`src/rtl/button_gesture_if.sv`:
```
// button_gesture_if: clock-gate/button inputs and gesture outputs of the gesture decoder.
interface button_gesture_if;
  logic       i_cg;
  logic       i_button;
  logic       o_shortPress;
  logic       o_longPress;
  logic       o_doubleClick;
  logic       o_held;
  logic [1:0] o_lastGesture;
  modport master (output i_cg, i_button, input o_shortPress, o_longPress, o_doubleClick, o_held, o_lastGesture);
  modport slave (input i_cg, i_button, output o_shortPress, o_longPress, o_doubleClick, o_held, o_lastGesture);
endinterface

```
`src/rtl/button_gesture.sv`:
```
// button_gesture: classifies debounced presses into short, long and double-click gestures.
module button_gesture #(
  parameter int LONG_CYCLES   = 1000,
  parameter int DCLICK_CYCLES = 250,
  parameter int CNTR_W        = 16
) (
  input logic             i_clk,
  input logic             i_rst,
  button_gesture_if.slave bus
);
  localparam logic [2:0] ARMWAIT = 3'd0;
  localparam logic [2:0] IDLE    = 3'd1;
  localparam logic [2:0] PRESS1  = 3'd2;
  localparam logic [2:0] GAP     = 3'd3;
  localparam logic [2:0] HELD    = 3'd4;
  localparam logic [2:0] WAITREL = 3'd5;
  localparam logic [CNTR_W-1:0] LONG_LAST   = CNTR_W'(LONG_CYCLES - 1);
  localparam logic [CNTR_W-1:0] DCLICK_LAST = CNTR_W'(DCLICK_CYCLES - 1);
  localparam logic [CNTR_W-1:0] CNT_ONE     = CNTR_W'(1);

  if (LONG_CYCLES < 2 || LONG_CYCLES > 2**CNTR_W - 1) begin : g_bad_long
    $error("button_gesture: LONG_CYCLES out of range");
  end
  if (DCLICK_CYCLES < 2 || DCLICK_CYCLES > 2**CNTR_W - 1) begin : g_bad_dclick
    $error("button_gesture: DCLICK_CYCLES out of range");
  end

  logic [2:0]        state_q, state_d;
  logic [CNTR_W-1:0] cnt_q, cnt_d;
  logic              short_q, short_d, long_q, long_d, dbl_q, dbl_d, held_q, held_d;
  logic [1:0]        last_q, last_d;
  logic              short_ev, long_ev, dbl_ev;

  always_comb begin
    state_d  = state_q;
    cnt_d    = cnt_q;
    short_ev = 1'b0;
    long_ev  = 1'b0;
    dbl_ev   = 1'b0;
    if (bus.i_cg) begin
      case (state_q)
        ARMWAIT: if (!bus.i_button) state_d = IDLE;
        IDLE: if (bus.i_button) begin
          state_d = PRESS1;
          cnt_d   = CNT_ONE;
        end
        PRESS1: if (!bus.i_button) begin
          state_d = GAP;
          cnt_d   = CNT_ONE;
        end else if (cnt_q == LONG_LAST) begin
          state_d = HELD;
          long_ev = 1'b1;
        end else cnt_d = cnt_q + 1'b1;
        GAP: if (bus.i_button) begin
          state_d = WAITREL;
          dbl_ev  = 1'b1;
        end else if (cnt_q == DCLICK_LAST) begin
          state_d  = IDLE;
          short_ev = 1'b1;
        end else cnt_d = cnt_q + 1'b1;
        HELD, WAITREL: if (!bus.i_button) state_d = IDLE;
        default: state_d = ARMWAIT;
      endcase
    end
    short_d = short_ev & bus.i_cg;
    long_d  = long_ev & bus.i_cg;
    dbl_d   = dbl_ev & bus.i_cg;
    held_d  = state_d == HELD;
    last_d  = short_d ? 2'd1 : long_d ? 2'd2 : dbl_d ? 2'd3 : last_q;
  end

  always_ff @(posedge i_clk or negedge i_rst) begin
    if (!i_rst) begin
      state_q <= ARMWAIT;
      cnt_q   <= '0;
      short_q <= 1'b0;
      long_q  <= 1'b0;
      dbl_q   <= 1'b0;
      held_q  <= 1'b0;
      last_q  <= 2'd0;
    end else begin
      state_q <= state_d;
      cnt_q   <= cnt_d;
      short_q <= short_d;
      long_q  <= long_d;
      dbl_q   <= dbl_d;
      held_q  <= held_d;
      last_q  <= last_d;
    end
  end

  assign bus.o_shortPress  = short_q;
  assign bus.o_longPress   = long_q;
  assign bus.o_doubleClick = dbl_q;
  assign bus.o_held        = held_q;
  assign bus.o_lastGesture = last_q;
endmodule

```
`src/flat_wrapper.sv`:
```
// flat-port wrapper written by rule: the top's interface ports become plain ports
module button_gesture_flat 
#(
  parameter int LONG_CYCLES   = 1000,
  parameter int DCLICK_CYCLES = 250,
  parameter int CNTR_W        = 16
)
  (i_clk, i_rst, bus_i_cg, bus_i_button, bus_o_shortPress, bus_o_longPress, bus_o_doubleClick, bus_o_held, bus_o_lastGesture);
  button_gesture_if bus_i ();
  input logic i_clk;
  input logic i_rst;
  input wire logic [$bits(bus_i.i_cg)-1:0] bus_i_cg;
  input wire logic [$bits(bus_i.i_button)-1:0] bus_i_button;
  output wire logic [$bits(bus_i.o_shortPress)-1:0] bus_o_shortPress;
  output wire logic [$bits(bus_i.o_longPress)-1:0] bus_o_longPress;
  output wire logic [$bits(bus_i.o_doubleClick)-1:0] bus_o_doubleClick;
  output wire logic [$bits(bus_i.o_held)-1:0] bus_o_held;
  output wire logic [$bits(bus_i.o_lastGesture)-1:0] bus_o_lastGesture;
  assign bus_i.i_cg = bus_i_cg;
  assign bus_i.i_button = bus_i_button;
  assign bus_o_shortPress = bus_i.o_shortPress;
  assign bus_o_longPress = bus_i.o_longPress;
  assign bus_o_doubleClick = bus_i.o_doubleClick;
  assign bus_o_held = bus_i.o_held;
  assign bus_o_lastGesture = bus_i.o_lastGesture;
  button_gesture #(.LONG_CYCLES(LONG_CYCLES), .DCLICK_CYCLES(DCLICK_CYCLES), .CNTR_W(CNTR_W)) u_core (.i_clk(i_clk), .i_rst(i_rst), .bus(bus_i));
endmodule
```
`config.mk`:
```
export PLATFORM = sky130hd
export DESIGN_NAME = button_gesture_flat
export DESIGN_NICKNAME = d
export VERILOG_FILES = /design/src/rtl/button_gesture_if.sv /design/src/rtl/button_gesture.sv /design/src/flat_wrapper.sv
export SDC_FILE = /design/constraint.sdc
export NUM_CORES = 1
export LEC_CHECK = 0
export ABC_CLOCK_PERIOD_IN_PS = 2100
export CAP_MARGIN = 20
export CORE_AREA = 10 10 79 81
export DETAILED_ROUTE_END_ITERATION = 12
export DIE_AREA = 0 0 89 91
export DONT_BUFFER_PORTS = 1
export SYNTH_ARGS = -nofsm -noshare
export SYNTH_HDL_FRONTEND = slang
export SYNTH_SLANG_ARGS = --single-unit
```
`constraint.sdc`:
```
create_clock -name i_clk -period 2.1 [get_ports i_clk]
set_input_delay 0.315 -clock i_clk [delete_from_list [all_inputs] [get_ports i_clk]]
set_output_delay 0.315 -clock i_clk [all_outputs]
set_load 0.01 [all_outputs]
```
==> results of run 1 <==
cell usage in the layout (no fill, tap or decap), types with 2 or more instances in the layout:
cell type  instances
or3_1              2
nor3b_2            2
nand2b_1           3
ha_1               2
nor3_1             3
a21oi_1           20
and4_1             2
dfrtp_1           25
inv_1              6
nand2_1            9
nand4_1            2
buf_4             14
clkbuf_8           3
nor2_1             9
nand3_1            8
o31ai_1            2
o21ai_0           12
o21ai_1            3
and3_1             4
synth_stat cells (2+ instances only):
master    count
nand3_1       8
nand4_1       2
o21ai_1       3
o31ai_1       2
a21oi_1      20
nand2_1       9
and4_1        2
nor2_1        9
nor3_1        3
nand2b_1      3
dfrtp_1      25
inv_1         6
ha_1          2
or3_1         2
and3_1        4
o21ai_0      12
metal layers:
metal	part of all wire	vias to the layer above	track usage	routed length (µm)
met1	0.46	530	0.104	1420
met5	0	-	0	0
met2	0.47	25	0.117	1430
met3	0.046	7	0.0232	140
li1	-	553	-	-
met4	0.026	0	0.0358	80
metrics by stage:
stage | cell area [µm²] | instances | utilization
2_1_floorplan | 1350 | 141 | -
3_3_place_gp | 1480 | 204 | 0.318
3_5_place_dp | 1480 | 204 | 0.318
4_1_cts | 1560 | 210 | 0.335
5_1_grt | 1620 | 213 | 0.347
6_report | 1620 | 213 | 0.347
worst paths after layout:
| check | from | end | cells past startpoint |
|---|---|---|---|
| worst max register to register | u_core.state_q[1]$_DFF_PN0_ | u_core.cnt_q[15]$_DFFE_PN0P_ | 7 |
| min in group asynchronous | i_rst | u_core.cnt_q[15]$_DFFE_PN0P_ | 2 |
| worst min-delay path | bus_i_cg | u_core.state_q[1]$_DFF_PN0_ | 1 |
| worst max-delay path | u_core.state_q[1]$_DFF_PN0_ | u_core.cnt_q[15]$_DFFE_PN0P_ | 7 |
| max in group asynchronous | i_rst | u_core.cnt_q[10]$_DFFE_PN0P_ | 2 |
| worst min register to register | u_core.cnt_q[7]$_DFFE_PN0P_ | u_core.cnt_q[7]$_DFFE_PN0P_ | 1 |
registers in the layout, summed over array words and instances, names as in the netlist:
| name | flops |
|---|---|
| u_core.bus.o_shortPress | 1 |
| u_core.bus.o_longPress | 1 |
| u_core.bus.o_doubleClick | 1 |
| u_core.cnt_q | 16 |
| u_core.bus.o_lastGesture | 2 |
| u_core.bus.o_held | 1 |
| u_core.state_q | 3 |
logic make-up (layout without fill, tap and decap cells):
logic type / Yosys count / in the layout / share of synthesized area
buffers and inverters: 8 / 26 / 0.0306
flip-flops: 25 / 25 / 0.464
adder cells (fa/ha/maj): 2 / 2 / 0.0185
XOR/XNOR: 1 / 1 / 0.00649
multiplexers: 1 / 1 / 0.00742
AND/OR/NAND/NOR: 56 / 56 / 0.243
AO/OA/AOI/OAI: 48 / 48 / 0.230
power groups by stage:
stage	logic, mW	registers (mW)	clock network, mW
after CTS	0.518	0.700	0.315
after floorplan	0.352	0.699	0
after detailed placement	0.499	0.711	0
after global routing	0.632	0.726	0.346
final	0.560	0.711	0.306
after global placement	0.494	0.709	0
critical path: stages (launching register included):
cell and delay (ns):
dfrtp_1 0.43, nand2b_1 0.17, or3_4 0.36, a21boi_4 0.16
buf_4 0.16, a2111oi_4 0.37, and4_1 0.23, nor3_1 0.05
final cells by class:
type                            count  area share
Clock buffer                        3      0.0256
Clock inverter                      1     0.00542
Inverter                            6      0.0139
Multi-Input combinational cell    108       0.442
Sequential cell                    25       0.387
Tap cell                           54      0.0418
Timing Repair Buffer               16      0.0837
timing repair:
| item | CTS | global route |
|---|---|---|
| setup endpoints to repair | 0 | 15 |
| hold endpoints to repair | 25 | 0 |
| gates resized for setup | 0 | 4 |
| hold buffers | 2 | 0 |
| setup buffers | 0 | 3 |
==> results.sh, run 1 <==
export IMPL_max_cap_violations=0
export IMPL_reg2reg_setup_slack_ns=0.06
export IMPL_p_comb_frac=0.355
export IMPL_core_mm2=0.00466
export IMPL_period_share=0.972
export IMPL_synth_top_area_cell="dfrtp_1"
export IMPL_grt_pass1_wl_um=5160
export IMPL_fin_skew_ns=0.00621
export IMPL_num_fill_cells=459
export IMPL_numCtsBuffers=3
export IMPL_powerDensity_mw_per_mm2=977
export IMPL_overflow=0
export IMPL_initial_core_util=0.289
export IMPL_p_clk_frac=0.194
export IMPL_crit_arrival_ns=2.22
export IMPL_core_rowCount=25
export IMPL_vias=1115
export IMPL_async_reset_ff_frac=1.00
export IMPL_n_antenna_cell=0
export IMPL_ctsLongestPathBuffers=2
export IMPL_antenna_found_initial=0
export IMPL_viasPerCell=5.23
export IMPL_pin_count=10
export IMPL_syn_area_mm2=0.00135
export IMPL_worst_setup_path_type="reg2reg"
export IMPL_finalWirelength_um=3060
export IMPL_clkLatencyLatePin_ns=0.28
export IMPL_tightest_slew_ns=0.616
export IMPL_post_place_ws_ns=0.0647
export IMPL_synth_edf_count=0
export IMPL_slew_headroom=0.589
export IMPL_power_mw=1.58
export IMPL_slew_violations=0
export IMPL_drt_initial_drc_count=89
export IMPL_synth_distinct_cells=45
export IMPL_cp_end_kind="flip-flop"
export IMPL_tns_ns=0
export IMPL_port_buffers=0
export IMPL_hold_ws_ns=0.113
export IMPL_synthesis_nets=147
export IMPL_grt_use_total=0.0794
export IMPL_cts_max_level=1
export IMPL_p_seq_frac=0.451
export IMPL_first_pass_iters=5
export IMPL_ys_seq_area_frac=0.464
export IMPL_hp_class="in2reg"
export IMPL_cp_start_kind="flip-flop"
export IMPL_drc=0
export IMPL_syn_avg_cell_area_um2=9.57
export IMPL_globalplace_congestion=0.858
export IMPL_switchingPower_mw=0.584
export IMPL_drive_gt1_frac=0.220
export IMPL_clkSinkCount=25
export IMPL_yosys_warnings=0
export IMPL_hold_violations=0
export IMPL_setup_slack_ns=0.0583
export IMPL_leakage_nw=0.692
export IMPL_path_clk_slew_ns=0.10
export IMPL_nets=166
export IMPL_grt_pass1_vias=1060
export IMPL_status="completed"
export IMPL_grt_max_degree=26
export IMPL_die_width_um=89
export IMPL_regArea_um2=626
export IMPL_fmax_mhz=490
export IMPL_wl_per_cell_um=14.4
export IMPL_syn_inst=141
export IMPL_cts_root_buf="clkbuf_8"
export IMPL_fp_dieArea_mm2=0.00810
export IMPL_multi_input_area_um2=714
export IMPL_ir_drop_v=0.000393
export IMPL_fin_crit_ns=2.04
export IMPL_ys_flop_type="dfrtp_1"
export IMPL_hpwl_um=2250
export IMPL_p_int_mw=0.994
export IMPL_die_h_um=91
export IMPL_area_growth_pct=19.8
export IMPL_netlist_area_leader_share=0.464
export IMPL_p_sw_frac=0.370
export IMPL_drtAntennaViolNets=0
export IMPL_ys_ff_latch=25
export IMPL_yosys_top_cells_area="dfrtp_1, a21oi_1, o21ai_0"
export IMPL_crit_path_max_fanout=5
export IMPL_required_ns=2.28
export IMPL_cts_tree="done"
export IMPL_final_setup_viol_count=0
Note: power is estimated with default switching activity, not from simulation.
==> run 2: changes to the inputs <==
GPL_ROUTABILITY_DRIVEN = 0   (was unset)
==> results of run 2 <==
No change in the layout: final DEF, timing and power equal those of run 1.
